$ cat src/rtl/dec_strobe_pkg.sv
// Shared types for the dec_strobe_gen strobe generator: request modes and FSM states.
package dec_strobe_pkg;

  typedef enum logic [1:0] {
    MODE_LEVEL  = 2'b00,
    MODE_PULSE  = 2'b01,
    MODE_TOGGLE = 2'b10,
    MODE_CLEAR  = 2'b11
  } mode_e;

  typedef enum logic {
    ST_IDLE  = 1'b0,
    ST_PULSE = 1'b1
  } state_e;

endpackage

$ cat src/rtl/dec_strobe_gen_onehot.sv
// dec_onehot: combinational SEL_W -> OUT_W one-hot decoder with enable and range flag.
module dec_onehot #(
  parameter int SEL_W = 3,
  parameter int OUT_W = 8
) (
  input  logic [SEL_W-1:0] sel,
  input  logic             en,
  output logic [OUT_W-1:0] oh,
  output logic             in_range
);

  // Compare at full select width plus one bit so OUT_W == 2**SEL_W is representable.
  localparam logic [SEL_W:0] OUT_LIM = (SEL_W+1)'(OUT_W);

  assign in_range = ({1'b0, sel} < OUT_LIM);

  // Decode an in-range, enabled select into a single asserted channel.
  always_comb begin
    oh = '0;
    for (int i = 0; i < OUT_W; i++) begin
      if (en && in_range && (sel == SEL_W'(i))) begin
        oh[i] = 1'b1;
      end else begin
        oh[i] = 1'b0;
      end
    end
  end

endmodule

$ cat src/rtl/dec_strobe_gen.sv
// dec_strobe_gen: registered one-hot strobe generator with LEVEL/PULSE/TOGGLE/CLEAR modes.
// Define DEC_STROBE_ERR_EN to build the sticky out-of-range err register.
module dec_strobe_gen
  import dec_strobe_pkg::*;
#(
  parameter int SEL_W     = 3,
  parameter int OUT_W     = 8,
  parameter int PULSE_LEN = 4
) (
  input  logic             clk,
  input  logic             rst,
  input  logic             in_valid,
  output logic             in_ready,
  input  logic [SEL_W-1:0] sel,
  input  logic             en,
  input  logic [1:0]       mode,
  output logic [OUT_W-1:0] out,
  output logic             busy,
  output logic             err
);

  localparam int CNT_W = $clog2(PULSE_LEN + 1);

  state_e             state_r;
  logic [CNT_W-1:0]   cnt_r;
  logic [OUT_W-1:0]   out_r;
  logic [OUT_W-1:0]   oh_s;
  logic               in_range_s;
  mode_e              mode_s;

  assign mode_s = mode_e'(mode);

  dec_onehot #(
    .SEL_W (SEL_W),
    .OUT_W (OUT_W)
  ) u_onehot (
    .sel      (sel),
    .en       (en),
    .oh       (oh_s),
    .in_range (in_range_s)
  );

  // Request handling in IDLE and pulse countdown in PULSE; reset wins over an accept.
  always_ff @(posedge clk) begin
    if (rst) begin
      state_r <= ST_IDLE;
      cnt_r   <= '0;
      out_r   <= '0;
    end else begin
      case (state_r)
        ST_IDLE: begin
          if (in_valid) begin
            case (mode_s)
              MODE_LEVEL:  out_r <= oh_s;
              MODE_PULSE: begin
                out_r <= oh_s;
                if (oh_s != '0) begin
                  state_r <= ST_PULSE;
                  cnt_r   <= CNT_W'(PULSE_LEN - 1);
                end
              end
              MODE_TOGGLE: out_r <= (en && in_range_s) ? (out_r ^ oh_s) : out_r;
              MODE_CLEAR:  out_r <= '0;
              default:     out_r <= '0;
            endcase
          end
        end
        ST_PULSE: begin
          // cnt reaching zero marks the last high cycle; drop out and reopen for requests.
          if (cnt_r == '0) begin
            out_r   <= '0;
            state_r <= ST_IDLE;
          end else begin
            cnt_r <= cnt_r - CNT_W'(1);
          end
        end
        default: begin
          state_r <= ST_IDLE;
          cnt_r   <= '0;
          out_r   <= '0;
        end
      endcase
    end
  end

`ifdef DEC_STROBE_ERR_EN
  logic err_r;

  // Sticky flag for any accepted out-of-range select, cleared only by reset.
  always_ff @(posedge clk) begin
    if (rst) begin
      err_r <= 1'b0;
    end else if (in_valid && (state_r == ST_IDLE) && !in_range_s) begin
      err_r <= 1'b1;
    end
  end

  assign err = err_r;
`else
  assign err = 1'b0;
`endif

  assign out      = out_r;
  assign in_ready = (state_r == ST_IDLE);
  assign busy     = (state_r == ST_PULSE);

endmodule

$ cat config.mk
export PLATFORM = sky130hd
export DESIGN_NAME = dec_strobe_gen
export DESIGN_NICKNAME = d
export VERILOG_FILES = /design/src/rtl/dec_strobe_pkg.sv /design/src/rtl/dec_strobe_gen_onehot.sv /design/src/rtl/dec_strobe_gen.sv
export SDC_FILE = /design/constraint.sdc
export NUM_CORES = 1
export LEC_CHECK = 0
export ABC_AREA = 1
export ABC_CLOCK_PERIOD_IN_PS = 1200
export CAP_MARGIN = 20
export CORE_AREA = 2 2 56 58
export DETAILED_ROUTE_END_ITERATION = 7
export DIE_AREA = 0 0 58 60
export PLACE_DENSITY = 0.61
export SYNTH_ARGS = -nofsm -noshare
export SYNTH_HDL_FRONTEND = slang
export SYNTH_SLANG_ARGS = --single-unit
$ cat constraint.sdc
create_clock -name clk -period 1.2 [get_ports clk]
set_input_delay 0.24 -clock clk [delete_from_list [all_inputs] [get_ports clk]]
set_output_delay 0.24 -clock clk [all_outputs]
set_load 0.02 [all_outputs]
==> qor.log <==
qor: run_status.status finished with violations
qor: run_status.violations negative setup slack
qor: detailed_routing.drt-total-wl 2230 microns
qor: final_layout.fin_area 1340 sq um
qor: setup_path.crit_path_max_fanout 7
qor: floorplan.fp.coreArea 2900 sq um
qor: final_layout.final_layout_size_suffix_gt1_share 40.4%
qor: final_layout.final_nets 190
qor: sta.fin_ws -0.0429 ns
qor: synth.synth_area 828 sq um
qor: placed_design.gpl.final_weighted_congestion 0.812
qor: detailed_routing.dr.first_iter.drc_count 15
qor: sta.post-route-period-util 104%
qor: detailed_routing.via_per_inst 4.60
qor: synth.synthesis.yosys.warnings 0
qor: clock_tree.cts_root_buf sky130_fd_sc_hd__clkbuf_4
qor: grt.first_global_vias 950
qor: power_and_ir_drop.static-leakage-power 0.712 nW
qor: sta.timing.final.crit_period 1.24 ns
qor: sta.hold_slack 0.523 ns
qor: grt.grt_pass1_wl 3770 microns
qor: setup_path.crit_path_end_kind flop
qor: detailed_routing.drt-wirelength-per-cell 10.6 microns
qor: floorplan.design.die.area 3480 sq um
qor: grt.met3_usage 4.98%
qor: sta.fmax 805 MHz
qor: final_layout.synthToLayoutAreaGrowth 61.9%
qor: grt.top_usage_layer met2
qor: synth.synth.ff_latch_count 12
qor: synth.seq_area_frac_synth 29.0%
qor: detailed_routing.ant_nets 0
qor: setup_path.worstPathRequired 1.42 ns
qor: run.timing.max_cap.violations 0
qor: synth.synth_async_sr_flop_share 0%
qor: synth.synth_cell_types 22
qor: detailed_routing.remaining_routing_drc_violations 0
qor: synth.number_of_enable_type_register_cells_in_the_synthesized_netlist 0
qor: clock_tree.sinks_on_the_clock_net 12
qor: placed_design.dp.final_hpwl 1590 microns
qor: clock_tree.clk_transition_reported_paths 0.08 ns
qor: floorplan.initial_utilization 28.5%
qor: clock_tree.cts_hold_repair.buffers 0
qor: clock_tree.cts_inserted_buffers 3
qor: floorplan.fp.dieW 58 microns
qor: clock_tree.cts-htree-levels 1
qor: floorplan.num_io_pins 20
qor: worst_hold_path.worst_hold_path_type in -> reg
qor: power_and_ir_drop.pwr-share-seq 41.1%
qor: power_and_ir_drop.power.density 741 nW/um^2
qor: clock_tree.cts-root-to-sink-buffers 2
qor: power_and_ir_drop.pwr-share-comb 25.0%
qor: synth.synth.net_count 141
qor: power_and_ir_drop.power_frac_clock 33.9%
qor: final_layout.antenna_cells_inserted 0
qor: sta.clock_skew 0.00476 ns
qor: floorplan.rows 20
qor: power_and_ir_drop.switchingPower 0.286 mW
qor: detailed_routing.detailroute.via_count 971
qor: power_and_ir_drop.netSwitchingFraction 28.8%
qor: grt.total_grt_usage 14.4%
qor: floorplan.die_h 60 microns
qor: synth.postSynthAreaPerCell 6.37 sq um
qor: placed_design.place.port_buffers 18
qor: grt.grt_antenna_before_repair 0
qor: setup_path.critical_path_arrival 1.46 ns
qor: synth.synth_flop_cell sky130_fd_sc_hd__dfxtp_1
qor: grt.global_route.usage.met2 26.0%
qor: setup_path.setup.worst_path.start_class primary input
qor: power_and_ir_drop.vdd_drop_max 0.480 mV
qor: sta.rsz0062_at_grt true
qor: clock_tree.tritoncts done
qor: power_and_ir_drop.internal_power 0.708 mW
qor: grt.globalRouteMet1Util 15.7%
qor: placed_design.dpl_cell_area 1210 sq um
qor: synth.synth_cells 130
qor: placed_design.place_ws -0.364 ns
qor: sta.hold_violations 0
qor: clock_tree.worstSkewPairLatency 0.28 ns
qor: sta.setup-violations-final 8
qor: detailed_routing.firstDrtPassIters 4
qor: grt.grt.overflow.total 0
qor: grt.grt_start_max_net_pins 15
qor: sta.timing.final.max_slew_violations 0
qor: setup_path.criticalPathCategory in -> reg
[registers in the layout, summed over array words and instances (netlist names)]
register / count
cnt_r: 3
busy: 1
out: 8
[final timing paths]
path	to	slack, ns	cells past startpoint	start
max	out[5]$_SDFFE_PP0P_	-0.04	7	mode[0]
min	out[5]$_SDFFE_PP0P_	0.52	5	sel[0]
max reg2reg	out[5]$_SDFFE_PP0P_	-0.03	8	cnt_r[1]$_SDFFE_PP0P_
min reg2reg	cnt_r[2]$_SDFFE_PP0P_	0.53	2	cnt_r[2]$_SDFFE_PP0P_
[cell type report]
cell class	instances	area, sq um
Clock buffer	4	36.3
Tap cell	33	41.3
Sequential cell	12	246
Fill cell	312	1560
Timing Repair Buffer	48	369
Inverter	22	82.6
Multi-Input combinational cell	92	566
[worst max-delay path: stages]
cell	delay, ns
sky130_fd_sc_hd__clkdlybuf4s50_1	0.53
sky130_fd_sc_hd__inv_1	0.07
sky130_fd_sc_hd__nand3_2	0.10
sky130_fd_sc_hd__nand3_4	0.09
sky130_fd_sc_hd__nor2_4	0.21
sky130_fd_sc_hd__nand2_1	0.11
sky130_fd_sc_hd__a21oi_2	0.11
[power groups by stage]
| stage | Sequential (mW) | Clock, mW | Combinational (mW) |
|---|---|---|---|
| after floorplan | 0.425 | 0 | 0.102 |
| after global placement | 0.419 | 0 | 0.205 |
| after detailed placement | 0.419 | 0 | 0.209 |
| after CTS | 0.410 | 0.353 | 0.236 |
| after global routing | 0.409 | 0.372 | 0.273 |
| final | 0.408 | 0.337 | 0.249 |
[cell usage after synthesis (2+ instances only)]
library cell	n	area [sq um]
sky130_fd_sc_hd__a21oi_1	6	30.0
sky130_fd_sc_hd__a21oi_2	3	26.3
sky130_fd_sc_hd__buf_4	3	22.5
sky130_fd_sc_hd__dfxtp_1	12	240
sky130_fd_sc_hd__ha_1	2	25.0
sky130_fd_sc_hd__inv_1	21	78.8
sky130_fd_sc_hd__nand2_1	41	154
sky130_fd_sc_hd__nand3_1	9	45.0
sky130_fd_sc_hd__nand4_1	10	62.6
sky130_fd_sc_hd__nor2_1	10	37.5
sky130_fd_sc_hd__xor2_1	2	17.5
[metal layers]
metal	part of all wire, %	vias to the layer above
li1	-	504
met5	0	-
met3	4.1	5
met1	43	450
met4	1.2	0
met2	52	12
[cell usage in the layout, fill, tap and decap left out]
cell                              count
sky130_fd_sc_hd__nand3_1              6
sky130_fd_sc_hd__nor2_2               2
sky130_fd_sc_hd__buf_6                1
sky130_fd_sc_hd__buf_4               29
sky130_fd_sc_hd__dfxtp_1              9
sky130_fd_sc_hd__nand3_2              4
sky130_fd_sc_hd__a21oi_2              6
sky130_fd_sc_hd__clkdlybuf4s15_1      1
sky130_fd_sc_hd__xnor2_2              1
sky130_fd_sc_hd__nand4_1             10
sky130_fd_sc_hd__nand3b_1             1
sky130_fd_sc_hd__a21oi_1              3
sky130_fd_sc_hd__nand2_4              2
sky130_fd_sc_hd__dfxtp_2              2
sky130_fd_sc_hd__clkbuf_2             7
sky130_fd_sc_hd__nand2_1             36
sky130_fd_sc_hd__inv_1               19
sky130_fd_sc_hd__dfxtp_4              1
sky130_fd_sc_hd__nand2_2              3
sky130_fd_sc_hd__inv_2                3
sky130_fd_sc_hd__nand3_4              1
sky130_fd_sc_hd__clkbuf_4             3
sky130_fd_sc_hd__nor2_1               8
sky130_fd_sc_hd__clkbuf_8             1
sky130_fd_sc_hd__clkdlybuf4s50_1      6
sky130_fd_sc_hd__conb_1               1
sky130_fd_sc_hd__buf_2                2
sky130_fd_sc_hd__and2_1               1
sky130_fd_sc_hd__dlymetal6s2s_1       2
sky130_fd_sc_hd__ha_4                 2
sky130_fd_sc_hd__o211ai_1             1
sky130_fd_sc_hd__xor2_1               2
sky130_fd_sc_hd__or2_4                1
sky130_fd_sc_hd__nor2_4               1
[metrics by stage]
| step | power, mW | utilization, % | setup TNS, ns | std cells |
|---|---|---|---|---|
| 3_5_place_dp | 0.628 | 41.6 | -3.73 | 201 |
| 5_1_grt | 1.05 | 46.2 | -1.01 | 211 |
| 4_1_cts | 1.00 | 45.9 | -0.472 | 210 |
| 2_1_floorplan | 0.527 | - | 0 | 130 |
| 6_report | 0.994 | 46.2 | -0.252 | 211 |
| 3_3_place_gp | 0.624 | 41.6 | -3.58 | 201 |
[cell families after synthesis]
group                    share of synthesized area, %
buffers and inverters                            13.1
AO/OA/AOI/OAI                                    7.70
XOR/XNOR                                         3.17
AND/OR/NAND/NOR                                  43.5
other                                           0.453
flip-flops                                       29.0
adder cells (fa/ha/maj)                          3.02
[repair_timing]
item	CTS	global route
setup endpoints to repair	22	22
gates cloned	0	0
pin swaps	17	12
setup buffers	6	1
resized for setup	31	26
Note: power is estimated with default switching activity, not from simulation.
